<file path="config.mk">
export PLATFORM = sky130hd
export DESIGN_NAME = rst_seq
export DESIGN_NICKNAME = d
export VERILOG_FILES = /design/src/rtl/rst_seq.sv
export SDC_FILE = /design/constraint.sdc
export NUM_CORES = 1
export LEC_CHECK = 0
export CORE_AREA = 2 2 55 57
export DETAILED_ROUTE_END_ITERATION = 10
export DIE_AREA = 0 0 57 59
export GPL_TIMING_DRIVEN = 0
export PLACE_DENSITY = 0.82
export SKIP_CTS_REPAIR_TIMING = 1
export SLEW_MARGIN = 25
export SYNTH_ARGS = -nofsm -noshare
export SYNTH_HDL_FRONTEND = slang
export SYNTH_SLANG_ARGS = --single-unit
</file>
<file path="constraint.sdc">
create_clock -name clk -period 2.16 [get_ports clk]
set_input_delay 0.324 -clock clk [delete_from_list [all_inputs] [get_ports clk]]
set_output_delay 0.324 -clock clk [all_outputs]
set_load 0.005 [all_outputs]
</file>
<file path="src/rtl/rst_seq.sv">
// Staged reset sequencer: releases NUM_OUT active-low resets one by one in index order,
// waiting for a per-stage ack (or an optional timeout) before moving to the next stage.
`timescale 1ns/1ps
module rst_seq #(
  parameter int NUM_OUT    = 4,
  parameter int ASSERT_CYC = 8,
  parameter int STAGE_DLY  = 4,
  parameter int TIMEOUT    = 64
) (
  input  logic                       clk,
  input  logic                       rst_n,
  input  logic                       sw_rst_req,
  input  logic [NUM_OUT-1:0]         ack_i,
  output logic [NUM_OUT-1:0]         rst_out_n,
  output logic                       busy,
  output logic                       done,
  output logic [$clog2(NUM_OUT):0]   stage_o,
  output logic [NUM_OUT-1:0]         err_timeout
);

  localparam int MAX_AS  = (ASSERT_CYC > STAGE_DLY) ? ASSERT_CYC : STAGE_DLY;
  localparam int MAX_ALL = (MAX_AS > TIMEOUT) ? MAX_AS : TIMEOUT;
  localparam int CNT_W   = $clog2(MAX_ALL) + 1;
  localparam int SW      = $clog2(NUM_OUT) + 1;

  localparam logic [CNT_W-1:0] ASSERT_LAST = CNT_W'(ASSERT_CYC - 1);
  localparam logic [CNT_W-1:0] GAP_LAST    = CNT_W'(STAGE_DLY - 1);
  localparam logic [CNT_W-1:0] TO_LAST     = CNT_W'(TIMEOUT - 1);
  localparam logic [SW-1:0]    STAGE_LAST  = SW'(NUM_OUT - 1);
  localparam bit               HAS_TO      = (TIMEOUT != 0);

  localparam logic [1:0] ST_ASSERT = 2'd0;
  localparam logic [1:0] ST_GAP    = 2'd1;
  localparam logic [1:0] ST_WAIT   = 2'd2;
  localparam logic [1:0] ST_DONE   = 2'd3;

  logic [1:0]         state_reg, state_next;
  logic [CNT_W-1:0]   cnt_reg, cnt_next;
  logic [SW-1:0]      stage_reg, stage_next;
  logic [NUM_OUT-1:0] rst_reg, rst_next;
  logic [NUM_OUT-1:0] err_reg, err_next;
  logic               busy_reg, busy_next;
  logic               done_reg, done_next;
  logic [NUM_OUT-1:0] stage_sel;
  logic               ack_cur;
  logic               advance;

  // One-hot decode of the current stage; avoids indexing with an oversized stage counter.
  genvar gi;
  generate
    for (gi = 0; gi < NUM_OUT; gi++) begin : g_sel
      assign stage_sel[gi] = (stage_reg == SW'(gi));
    end
  endgenerate

  assign ack_cur = |(ack_i & stage_sel);

  always_comb begin
    state_next = state_reg;
    cnt_next   = cnt_reg;
    stage_next = stage_reg;
    rst_next   = rst_reg;
    err_next   = err_reg;
    busy_next  = busy_reg;
    done_next  = done_reg;
    advance    = 1'b0;
    if (sw_rst_req) begin
      state_next = ST_ASSERT;
      cnt_next   = '0;
      stage_next = '0;
      rst_next   = '0;
      err_next   = '0;
      busy_next  = 1'b1;
      done_next  = 1'b0;
    end else begin
      case (state_reg)
        ST_ASSERT: begin
          if (cnt_reg == ASSERT_LAST) begin
            state_next = ST_GAP;
            cnt_next   = '0;
          end else begin
            cnt_next = cnt_reg + CNT_W'(1);
          end
        end
        ST_GAP: begin
          if (cnt_reg == GAP_LAST) begin
            rst_next   = rst_reg | stage_sel;
            state_next = ST_WAIT;
            cnt_next   = '0;
          end else begin
            cnt_next = cnt_reg + CNT_W'(1);
          end
        end
        ST_WAIT: begin
          // Ack is checked first so a same-cycle timeout never flags an error.
          if (ack_cur) begin
            advance = 1'b1;
          end else if (HAS_TO && cnt_reg == TO_LAST) begin
            err_next = err_reg | stage_sel;
            advance  = 1'b1;
          end else begin
            cnt_next = cnt_reg + CNT_W'(1);
          end
          if (advance) begin
            cnt_next = '0;
            if (stage_reg == STAGE_LAST) begin
              state_next = ST_DONE;
              done_next  = 1'b1;
              busy_next  = 1'b0;
            end else begin
              stage_next = stage_reg + SW'(1);
              state_next = ST_GAP;
            end
          end
        end
        default: ;
      endcase
    end
  end

  always_ff @(posedge clk or negedge rst_n) begin
    if (!rst_n) begin
      state_reg <= ST_ASSERT;
      cnt_reg   <= '0;
      stage_reg <= '0;
      rst_reg   <= '0;
      err_reg   <= '0;
      busy_reg  <= 1'b1;
      done_reg  <= 1'b0;
    end else begin
      state_reg <= state_next;
      cnt_reg   <= cnt_next;
      stage_reg <= stage_next;
      rst_reg   <= rst_next;
      err_reg   <= err_next;
      busy_reg  <= busy_next;
      done_reg  <= done_next;
    end
  end

  assign rst_out_n   = rst_reg;
  assign busy        = busy_reg;
  assign done        = done_reg;
  assign stage_o     = stage_reg;
  assign err_timeout = err_reg;

endmodule

</file>
[Yosys cells after proc, flatten, opt, wreduce, memory -nomap -nowiden]
Index checks and enable logic that the tools add are counted.
Storage, ports and cells
  output and inout port bits: 13
  input bits: 7
  register bits: 22
Operators by class
  bitwise operators: 3
  add/subtract/negate cells: 2
  eq/ne operators: 15
  reductions and logical operators: 16
  mux-type cells: 36
Operators by type and width (count)
  7-bit 2-to-1 mux: 6
  4-bit 2-to-1 mux: 7
  7-bit case mux with 3 select lines: 1
  1-bit 2-to-1 mux: 12
  3-bit 2-to-1 mux: 4
  3-bit AND reduction: 4
  2-bit nonzero test: 6
  2-bit 2-to-1 mux: 5
  3-bit inequality test, second input constant: 3
  4-bit inequality test, second input constant: 2
  4-bit bitwise OR: 2
  7-bit by 1-bit adder with 7-bit output, second input constant: 1
  7-bit by 2-bit equality test with 1-bit output, second input constant: 1
  7-bit by 3-bit equality test with 1-bit output, second input constant: 1
  7-bit by 6-bit equality test with 1-bit output, second input constant: 1
  3-bit by 2-bit equality test with 1-bit output, second input constant: 2
  2-bit case mux with 3 select lines: 1
  4-bit bitwise AND: 1
  2-bit inequality test, second input constant: 2
  4-bit AND reduction: 1
  4-bit nonzero test: 1
  4-bit OR reduction: 1
  3-bit by 1-bit adder with 3-bit output, second input constant: 1
  3-bit by 1-bit equality test with 1-bit output, second input constant: 1
  other kinds (5): 5

[Longest topological paths before layout]
  depth after elaboration: 9
  depth in mapped cells: 7
  gate-level depth less buffers: 7

[Worst setup path after synthesis]
Ideal clock, no wire load.
  path type: register to register
  start point: reg stage_reg[0] (netlist: stage_o[0])
  end point: reg cnt_reg[5]
  buffers on the path: 0
  library setup time: 0.079 ns
  setup slack: 0.261 ns
  cell stages (with the launch flop): 8
  data arrival time: 1.820 ns
  path through: dfrtp_1 -> ha_1 -> ha_1 -> nand2_1 -> o2111a_2 -> a211oi_2 -> or4_1 -> mux2i_1
Between the ends
  cells in the longest elaborated chain, start to end: 9
  elaborated cells on any way between the ends: 15
  those cells by class: eq/ne: 5; mux: 6; bitwise: 1; reduce/logical: 3
Ends and longest elaborated chain
  start, declared: line 39  | logic [SW-1:0] stage_reg, stage_next;
  start signal, assigned: line 133  | stage_reg <= stage_next;
  3-bit by 1-bit equality test with 1-bit output, or another cell as far along: line 52  | assign stage_sel[gi] = (stage_reg == SW'(gi));
  4-bit bitwise AND (*): line 56  | assign ack_cur = |(ack_i & stage_sel);
  4-bit OR reduction (*): line 56
  1-bit 2-to-1 mux: line 96  | if (ack_cur) begin
  1-bit 2-to-1 mux: line 76  | case (state_reg)
  1-bit 2-to-1 mux: line 67  | if (sw_rst_req) begin
  7-bit 2-to-1 mux: line 104  | if (advance) begin
  7-bit case mux with 3 select lines: line 76
  7-bit 2-to-1 mux: line 67
  end signal, assigned: line 132  | cnt_reg <= cnt_next;
  end, declared: line 38  | logic [CNT_W-1:0] cnt_reg, cnt_next;
Mark *: on every way between the ends. The rest lies on a longest branch, timed or not. The select of a mux whose other input is x is not followed.
A chain may end at the register's enable or synchronous reset.

[Worst setup path in the final report]
Same ends and word-level chain as after synthesis.

==> reports/qor.yml <==
status: "finished, final reports clean"
track_usage_pct: 18.5
p_leak_nw: 0.716
whs_ns: 0.338
worstPathRequired_ns: 2.40
num_vias: 1143
slew_headroom_pct: 66.3
nNetsFinal: 178
cts_inserted_buffers: 3
wl_per_cell_um: 15.4
swShare_pct: 21.6
root_buffer: "clkbuf_4"
cap_viol_max_count: 0
arrival_ns: 2.32
critPathLaunch: "stage_o[0]$_DFFE_PN0P_"
largest_reg_flops: 7
tightestPinTransition_ns: 0.505
h-tree-depth: 1
drtAntennaViolNets: 0
fin_cells: 192
ys.warnings.count: 0
hold_end: "cnt_reg[5]$_DFFE_PN0P_"
min_from: "sw_rst_req"
grt_pass1_wl_um: 4820
io_buffers: 18
min_period_ns: 2.07
grt-ovfl-total: 0
synth-seq-cells: 22
drive_above_1_share_pct: 16.1
dr.pass1.iters: 4
ir_drop_v: 0.000361
grt_pass1_vias: 1067
finalPower_mw: 0.809
ys_seq_area_share_pct: 41.8
dieArea_mm2: 0.00336
syn_nets: 154
drc: 0
synth-edff-count: 0
critPathKind: "flip-flop to flip-flop"
clock_latency_ns: 0.31
clkPwrFrac_pct: 39.6
tritoncts: "built"
synth_flop_cell: "dfrtp_1"
synthesis.instances: 138
drt_wl_total_um: 2960
clkTransAtPathRegs_ns: 0.13
fin_util_pct: 59.6
hold_class: "input pin to flip-flop"
ff2ff_path_depth: 7
r2r_start: "stage_o[0]$_DFFE_PN0P_"
grt_antenna_before_repair: 0
post_drt_via_cell_ratio: 5.95
r2r_slack_ns: 0.09
critPathMaxStageDelay_ns: 0.53
diodes: 0
die_w_um: 57
r2r_end: "cnt_reg[5]$_DFFE_PN0P_"
clkSinkCount: 22
pwr-share-seq_pct: 52.5
fin_crit_sh_pct: 95.9
dpl.hpwl_um: 2150
gp_congestion: 0.884
synth_area_mm2: 0.00132
core_area_mm2: 0.00271
start_kind: "flip-flop"
critPathMaxFanout: 6
synth_cell_types: 43
syn_area_per_cell_um2: 9.57
synthArstFlopShare_pct: 100
dieHeight_um: 59
clock_skew_ns: 0.00449
setup_viol: 0
clockBufferDepth: 2
slew_viol_final: 0
ios: 20
grt_max_degree: 23
crit_path_top_delay_cell: "or4_1"
powerDensity_mw_per_mm2: 501
hold_viol_final: 0
fill_cells: 247
syn_to_final_growth_pct: 22.5
path_cells: "ha_1, ha_2, nand2_1, o2111a_2, a211oi_4, or4_1, mux2i_1"
p_sw_mw: 0.175
dp.cells: 187
drtIter0Drc: 25
num_rows: 19
fmax_ghz: 0.483
min_delay_path_depth: 3
end_kind: "flip-flop"
p_int_mw: 0.634
start_util_pct: 48.7
power_frac_comb_pct: 7.9
layer usage:
metal  track usage [%]  share of wire (%)  wire length (um)  vias to the layer above
li1                  -                  -                 -                      541
met1              23.0                 42              1240                      553
met2              33.0                 52              1550                       44
met3              2.40                4.8               142                        5
met4              6.64               0.98                29                        0
met5                 0                  0                 0                        -
through the flow:
stage | cell area, um2 | setup WS (ns) | TNS (ns)
6_report | 1620 | 0.0885 | 0
5_1_grt | 1620 | -0.00580 | -0.0101
4_1_cts | 1590 | 0.00395 | 0
3_5_place_dp | 1540 | 0.0319 | 0
3_3_place_gp | 1540 | 0.107 | 0
2_1_floorplan | 1320 | 0.261 | 0
final cells by class:
class,instances,area (um2),area share [%]
clock buffers,3,22.5,1.39
flip-flops and latches,22,553,34.2
inverters,8,30.0,1.86
plain buffers,4,26.3,1.63
clock inverters,1,30.0,1.86
multi-input cells,104,731,45.2
well taps,31,38.8,2.40
repair buffers,19,185,11.5
cells by family (layout without fill, tap and decap cells):
logic type                 count (synthesis)  count (layout)  share of synthesized area (%)
muxes                                      5               5                           4.08
and+or+nand+nor                           56              56                           23.8
xor gates and xnor gates                   1               1                          0.664
adders and majority gates                  9               9                           8.53
buffers and inverters                     12              35                           4.27
AOI/OAI and AO/OA                         33              33                           16.9
DFF                                       22              22                           41.8
worst max-delay path by stage:
stage / end / slack [ns] / cells past startpoint
finish: cnt_reg[5]$_DFFE_PN0P_ / 0.09 / 7
global route: state_reg[0]$_DFFE_PN0P_ / -0.006 / 7
CTS: cnt_reg[5]$_DFFE_PN0P_ / 0.004 / 7
detailed placement: cnt_reg[5]$_DFFE_PN0P_ / 0.03 / 7
global placement: state_reg[1]$_DFFE_PN0P_ / 0.11 / 6
floorplan: cnt_reg[5]$_DFFE_PN0P_ / 0.26 / 7
critical path: cells and delay by family (launching register included):
kind,cells,cell delay [ns]
mux,1,0.16
compound gates,2,0.34
simple gates,2,0.62
flops,1,0.44
fa+ha+maj,2,0.44
cell usage after synthesis, types with 3 or more instances:
cell,n,area [um2]
nor3_1,3,15.0
and3_1,4,25.0
a21oi_1,16,80.1
dfrtp_1,21,526
nand3_1,6,30.0
nand2_1,7,26.3
ha_1,9,113
mux2_2,3,33.8
and2b_2,3,26.3
a22o_1,3,26.3
inv_1,8,30.0
nor2_1,17,63.8
cell usage in the layout, fill, tap and decap left out, types with 2 or more instances in the layout:
master            n
clkdlybuf4s50_1  17
mux2i_1           2
and2b_2           3
a21o_1            2
inv_1             7
nor2b_1           2
nand2b_1          2
a22o_1            3
mux2_2            3
nor3_1            3
o41ai_1           2
nand3_1           6
nor4_2            2
nand2_1           7
clkbuf_4          3
and3_1            4
nor2_1           17
a21oi_1          16
dfrtp_1          20
o21ai_0           2
ha_1              8
power groups by stage:
stage	Sequential, mW	Clock (mW)	Combinational, mW
2_1_floorplan	0.431	0	0.0365
4_1_cts	0.425	0.324	0.0624
3_3_place_gp	0.432	0	0.0594
6_report	0.425	0.321	0.0640
3_5_place_dp	0.432	0	0.0615
5_1_grt	0.426	0.344	0.0721
No activity file was read; power rests on OpenSTA's default activity.
